===== config.mk =====
export PLATFORM = sky130hd
export DESIGN_NAME = tlb_cache
export DESIGN_NICKNAME = d
export VERILOG_FILES = /design/src/rtl/tlb_cache.sv
export SDC_FILE = /design/constraint.sdc
export NUM_CORES = 2
export LEC_CHECK = 0
export CAP_MARGIN = 10
export CELL_PAD_IN_SITES_DETAIL_PLACEMENT = 1
export CELL_PAD_IN_SITES_GLOBAL_PLACEMENT = 1
export CORE_ASPECT_RATIO = 1.4
export CORE_MARGIN = 8
export CORE_UTILIZATION = 45
export CTS_CLUSTER_DIAMETER = 30
export DETAILED_ROUTE_END_ITERATION = 12
export PLACE_DENSITY_LB_ADDON = 0.25
export RECOVER_POWER = 100
export SYNTH_ARGS = -nofsm -noshare
export SYNTH_HDL_FRONTEND = slang
export SYNTH_SLANG_ARGS = --single-unit

===== constraint.sdc =====
create_clock -name clk -period 7.7 [get_ports clk]
set_input_delay 1.54 -clock clk [delete_from_list [all_inputs] [get_ports clk]]
set_output_delay 1.54 -clock clk [all_outputs]
set_load 0.005 [all_outputs]

===== src/rtl/tlb_cache.sv =====
// tlb_cache: small fully-associative translation cache in front of the
// page-table walker. Lookups are answered combinationally on a hit. A miss
// starts a single walk request that is held stable until the walker
// answers. The returned 4 KiB page and its DAGUXWRV bits are then installed.
//
// State  | Meaning
// -------+-------------------------------------------------------------
// IDLE   | no walk outstanding; a miss latches miss_va and starts a walk
// WALK   | request held on the walker port; the response fills an entry
// DRAIN  | flushed during a walk; wait for the response and discard it
//
// Ports:
//   clk, reset            clock (rising edge), async active-low reset
//   lookup_valid/addr     translation request (virtual address)
//   lookup_hit/paddr/perms translation result, all zero on a miss
//   busy                  walk outstanding
//   flush                 invalidate all entries
//   mmu_req_valid/addr    walk request towards the walker
//   mmu_resp_valid/addr/perms  walker result (page address and leaf perms)
module tlb_cache #(
    parameter int ENTRIES = 8,
    localparam int IDXW = $clog2(ENTRIES)
) (
    input  logic        clk,
    input  logic        reset,
    input  logic        lookup_valid,
    input  logic [63:0] lookup_addr,
    output logic        lookup_hit,
    output logic [63:0] lookup_paddr,
    output logic [7:0]  lookup_perms,
    output logic        busy,
    input  logic        flush,
    output logic        mmu_req_valid,
    output logic [63:0] mmu_req_addr,
    input  logic        mmu_resp_valid,
    input  logic [63:0] mmu_resp_addr,
    input  logic [7:0]  mmu_resp_perms
);

    typedef enum logic [1:0] {
        IDLE  = 2'd0,
        WALK  = 2'd1,
        DRAIN = 2'd2
    } state_t;

    state_t             state;
    logic [ENTRIES-1:0] valid;
    logic [35:0]        vpn   [ENTRIES];
    logic [51:0]        ppn   [ENTRIES];
    logic [7:0]         perms [ENTRIES];
    logic [IDXW-1:0]    rr_ptr;
    logic [63:0]        miss_va;

    logic               hit_any;
    logic [IDXW-1:0]    hit_idx;
    logic               has_free;
    logic [IDXW-1:0]    free_idx;
    logic [IDXW-1:0]    victim;
    logic               fill_en;

    // Upper VA bits are checked upstream; the response page offset is zero.
    logic unused_bits;
    assign unused_bits = ^{lookup_addr[63:48], mmu_resp_addr[11:0]};

    // Scanning downwards leaves the lowest matching index in hit_idx.
    always_comb begin
        hit_any = 1'b0;
        hit_idx = '0;
        for (int i = ENTRIES - 1; i >= 0; i--) begin
            if (valid[i] && (vpn[i] == lookup_addr[47:12])) begin
                hit_any = 1'b1;
                hit_idx = IDXW'(i);
            end
        end
    end

    assign lookup_hit   = lookup_valid & hit_any;
    assign lookup_paddr = lookup_hit ? {ppn[hit_idx], lookup_addr[11:0]} : 64'd0;
    assign lookup_perms = lookup_hit ? perms[hit_idx] : 8'd0;

    // Prefer the lowest free slot; only evict round-robin when full.
    always_comb begin
        has_free = 1'b0;
        free_idx = '0;
        for (int i = ENTRIES - 1; i >= 0; i--) begin
            if (!valid[i]) begin
                has_free = 1'b1;
                free_idx = IDXW'(i);
            end
        end
    end

    assign victim  = has_free ? free_idx : rr_ptr;
    assign fill_en = (state == WALK) && mmu_resp_valid && !flush;

    assign busy          = (state != IDLE);
    assign mmu_req_valid = busy;
    assign mmu_req_addr  = busy ? miss_va : 64'd0;

    always_ff @(posedge clk or negedge reset) begin
        if (!reset) begin
            state   <= IDLE;
            valid   <= '0;
            rr_ptr  <= '0;
            miss_va <= 64'd0;
        end else begin
            case (state)
                IDLE: begin
                    if (flush) begin
                        valid <= '0;
                    end else if (lookup_valid && !hit_any) begin
                        miss_va <= lookup_addr;
                        state   <= WALK;
                    end
                end
                WALK: begin
                    if (flush) begin
                        // A response in the flush cycle is dropped, not filled.
                        valid <= '0;
                        state <= mmu_resp_valid ? IDLE : DRAIN;
                    end else if (mmu_resp_valid) begin
                        valid[victim] <= 1'b1;
                        if (!has_free) begin
                            rr_ptr <= rr_ptr + IDXW'(1);
                        end
                        state <= IDLE;
                    end
                end
                DRAIN: begin
                    if (flush) begin
                        valid <= '0;
                    end
                    if (mmu_resp_valid) begin
                        state <= IDLE;
                    end
                end
                default: state <= IDLE;
            endcase
        end
    end

    // Entry payload needs no reset: it is only visible through a valid bit.
    always_ff @(posedge clk) begin
        if (fill_en) begin
            vpn[victim]   <= miss_va[47:12];
            ppn[victim]   <= mmu_resp_addr[63:12];
            perms[victim] <= mmu_resp_perms;
        end
    end

endmodule


==> impl_metrics.json <==
{
  "yosys_warnings": 0,
  "avgRoutedWirePerCell_um": 29.0,
  "clock_skew_ns": 0.0277,
  "design.core.area_um2": 75000,
  "dpl.cell_count": 3172,
  "min_path_type": "flop to flop",
  "initialDrtViolationCount": 1156,
  "p_leak_nw": 14.3,
  "max-cap-violations": 18,
  "grt_first_pass_wirelength_um": 146000,
  "cts_buffer_depth": 3,
  "fmax_ghz": 0.133,
  "vias_per_cell": 5.71,
  "gp_congestion": 0.809,
  "start_util_pct": 45.3,
  "rsz0062_at_grt": "no",
  "clk_latency_ns": 0.71,
  "die_area_um2": 84800,
  "synth_area_um2": 34000,
  "root_buffer": "clkbuf_16",
  "grt_pass1_vias": 21600,
  "area_growth_pct": 26.7,
  "htree_levels": 4,
  "synthCells": 1938,
  "worstPathArrival_ns": 5.99,
  "ir_drop_v": 0.000206,
  "syn_avg_cell_area_um2": 17.6,
  "ys_seq_area_share_pct": 73.4,
  "path_class": "primary input to output pin",
  "drt-total-wl_um": 99300,
  "min_path_cells": 1,
  "dr_total_vias": 19600,
  "cts_sinks": 845,
  "slew_headroom_pct": -200,
  "die_h_um": 341,
  "syn-num-nets": 2080,
  "finalSetupViolations": 0,
  "cts_buffers": 134,
  "final_cell_count_no_fill": 3427,
  "reg2reg_depth": 4,
  "grt_max_degree": 68,
  "synth_area_leader_cell": "edfxtp_1",
  "dp_hpwl_um": 62700,
  "nets": 2484,
  "drc": 0,
  "drt_pass1_iterations": 4,
  "synth-seq-cells": 845,
  "violations": "max-capacitance violations, max-slew violations",
  "finalMaxSlewViolations": 850,
  "period_share_pct": 97.8,
  "cts_hold_buf": 0,
  "multiInputGateArea_um2": 8390,
  "ant_nets": 0,
  "path_clk_slew_ns": 0.05,
  "portBuffers": 267,
  "num_rows": 119,
  "tritoncts": "built",
  "drive_gt1_share_pct": 19.4,
  "layout_setup_ws_ns": 0.166,
  "final.fill_count": 6778,
  "worst_pin_slew_ns": 4.49,
  "regArea_um2": 25000,
  "synth_area_leaders": "edfxtp_1 68%, dfrtp_1 5.7%, xor2_1 3.7%",
  "grt_overflow_total": 0,
  "antenna_found_initial": 10,
  "cp_data_required_time_ns": 6.16,
  "outcome": "finished, violations left",
  "ctsResizeCount": 0,
  "cts_setup_buffers": 0,
  "finalHoldViolations": 0,
  "chipWidth_um": 248,
  "startpoint_type": "primary input",
  "synth_cell_types": 56,
  "io_pins": 280,
  "cp_max_fo": 12,
  "synth_top_area_share_pct": 67.8,
  "p_per_area_nw_per_um2": 282,
  "whs_ns": 0.475,
  "grtUsageTotal_pct": 23.2,
  "post-place-ws_ns": 0.227,
  "finalWorstPathRequiredPeriod_ns": 7.53,
  "critPathCaptureType": "output pin"
}
[sequential cells by signal (all words and copies together), names as in the netlist]
| register | count |
|---|---|
| ppn | 416 |
| state | 2 |
| vpn | 288 |
| miss_va | 64 |
| rr_ptr | 3 |
| valid | 8 |
| perms | 64 |
[report_power, final]
group,switching (mW),leakage (nW),internal (mW)
logic,0.264,4.23,0.266
registers,0.221,7.84,5.20
clock network,2.22,2.24,3.96
[synth_stat cells, drive strengths merged]
| cell | n |
|---|---|
| and2 | 66 |
| or4 | 1 |
| o21ai | 7 |
| a222oi | 2 |
| edfxtp | 768 |
| mux2 | 66 |
| xor2 | 144 |
| nor4bb | 1 |
| nor2 | 7 |
| or2 | 1 |
| or4b | 1 |
| xnor2 | 139 |
| clkbuf | 40 |
| and3 | 14 |
| nand3b | 1 |
| a31oi | 1 |
| nand3 | 13 |
| or3b | 2 |
| a21oi | 3 |
| o31ai | 1 |
| nand2 | 14 |
| o2111a | 1 |
| nor3 | 13 |
| mux2i | 60 |
| and4bb | 1 |
| a21o | 8 |
| inv | 8 |
| nand2b | 67 |
| o211ai | 1 |
| ha | 1 |
| a22oi | 1 |
| a22o | 1 |
| a221oi | 60 |
| nor4 | 41 |
| dfrtp | 77 |
| nand4 | 42 |
| o22a | 60 |
| or3 | 3 |
| o2111ai | 62 |
| buf | 78 |
| o21a | 1 |
| a211oi | 60 |
[through the flow]
stage	power, mW	TNS (ns)	area (µm²)	utilization [%]
after floorplan	5.62	-327.67	34000	-
after global placement	6.03	0	38600	51.5
after detailed placement	6.06	0	38600	51.5
after CTS	12.3	0	43300	57.7
after global routing	12.4	0	43100	57.4
final	12.1	0	43100	57.4
[cells by family after synthesis]
group / synth area share, %
flops: 73.4
simple gates: 5.19
mux: 3.95
buf+inv: 2.00
compound gates: 8.10
fa+ha+maj: 0.0368
xor+xnor: 7.28
[worst paths after layout]
path | start | end | slack [ns]
min in group asynchronous | reset | miss_va[15]$_DFFE_PN0P_ | 1.07
worst max register to register | state[1]$_DFFE_PN0P_ | ppn[4][50]$_DFFE_PP_ | 1.99
worst min-delay path | miss_va[10]$_DFFE_PN0P_ | miss_va[10]$_DFFE_PN0P_ | 0.47
worst max-delay path | lookup_addr[14] | lookup_paddr[23] | 0.17
worst min register to register | miss_va[10]$_DFFE_PN0P_ | miss_va[10]$_DFFE_PN0P_ | 0.47
max in group asynchronous | reset | valid[0]$_DFFE_PN0P_ | 2.44
[layer usage]
metal,wire [µm],GRT usage (%)
met4,3530,9.41
met5,13,0
met3,5600,5.06
met1,37800,26.8
met2,52400,41.6
[cell usage in the layout, fill, tap and decap left out, drive strengths merged, types with 8 or more instances in the layout]
cell type      count
a21o               8
nand4             42
bufinv            18
dlygate4sd3      120
nand2b            67
mux2i             60
a211oi            60
nor3              13
and3              14
xnor2            139
and2              66
clkdlybuf4s50    146
o22a              60
nand2             14
xor2             144
mux2              66
nor4              41
clkinvlp          18
inv               24
edfxtp           768
clkinv            44
clkbuf           177
dfrtp             77
nand3             13
buf               95
o2111ai           62
a221oi            60
[critical path: stages]
cell           delay [ns]
dlygate4sd3_1        0.71
xor2_1               0.24
nor4_1               0.33
buf_4                0.23
nand4_1              0.31
or4_1                0.66
nand4_1              0.22
or3_4                0.19
and2_4               0.32
buf_12               0.19
o2111ai_1            0.14
a211oi_2             0.27
dlygate4sd3_1        0.62
[cell type report]
cell class,count,area share [%]
sequential,845,58.0
multi-input combinational,967,19.5
timing repair buffer,386,8.81
clock buffer,152,8.25
tap,968,2.81
clock inverter,96,2.60
inverter,8,0.0697
antenna,5,0.0290
Note: power is estimated with default switching activity, not from simulation.
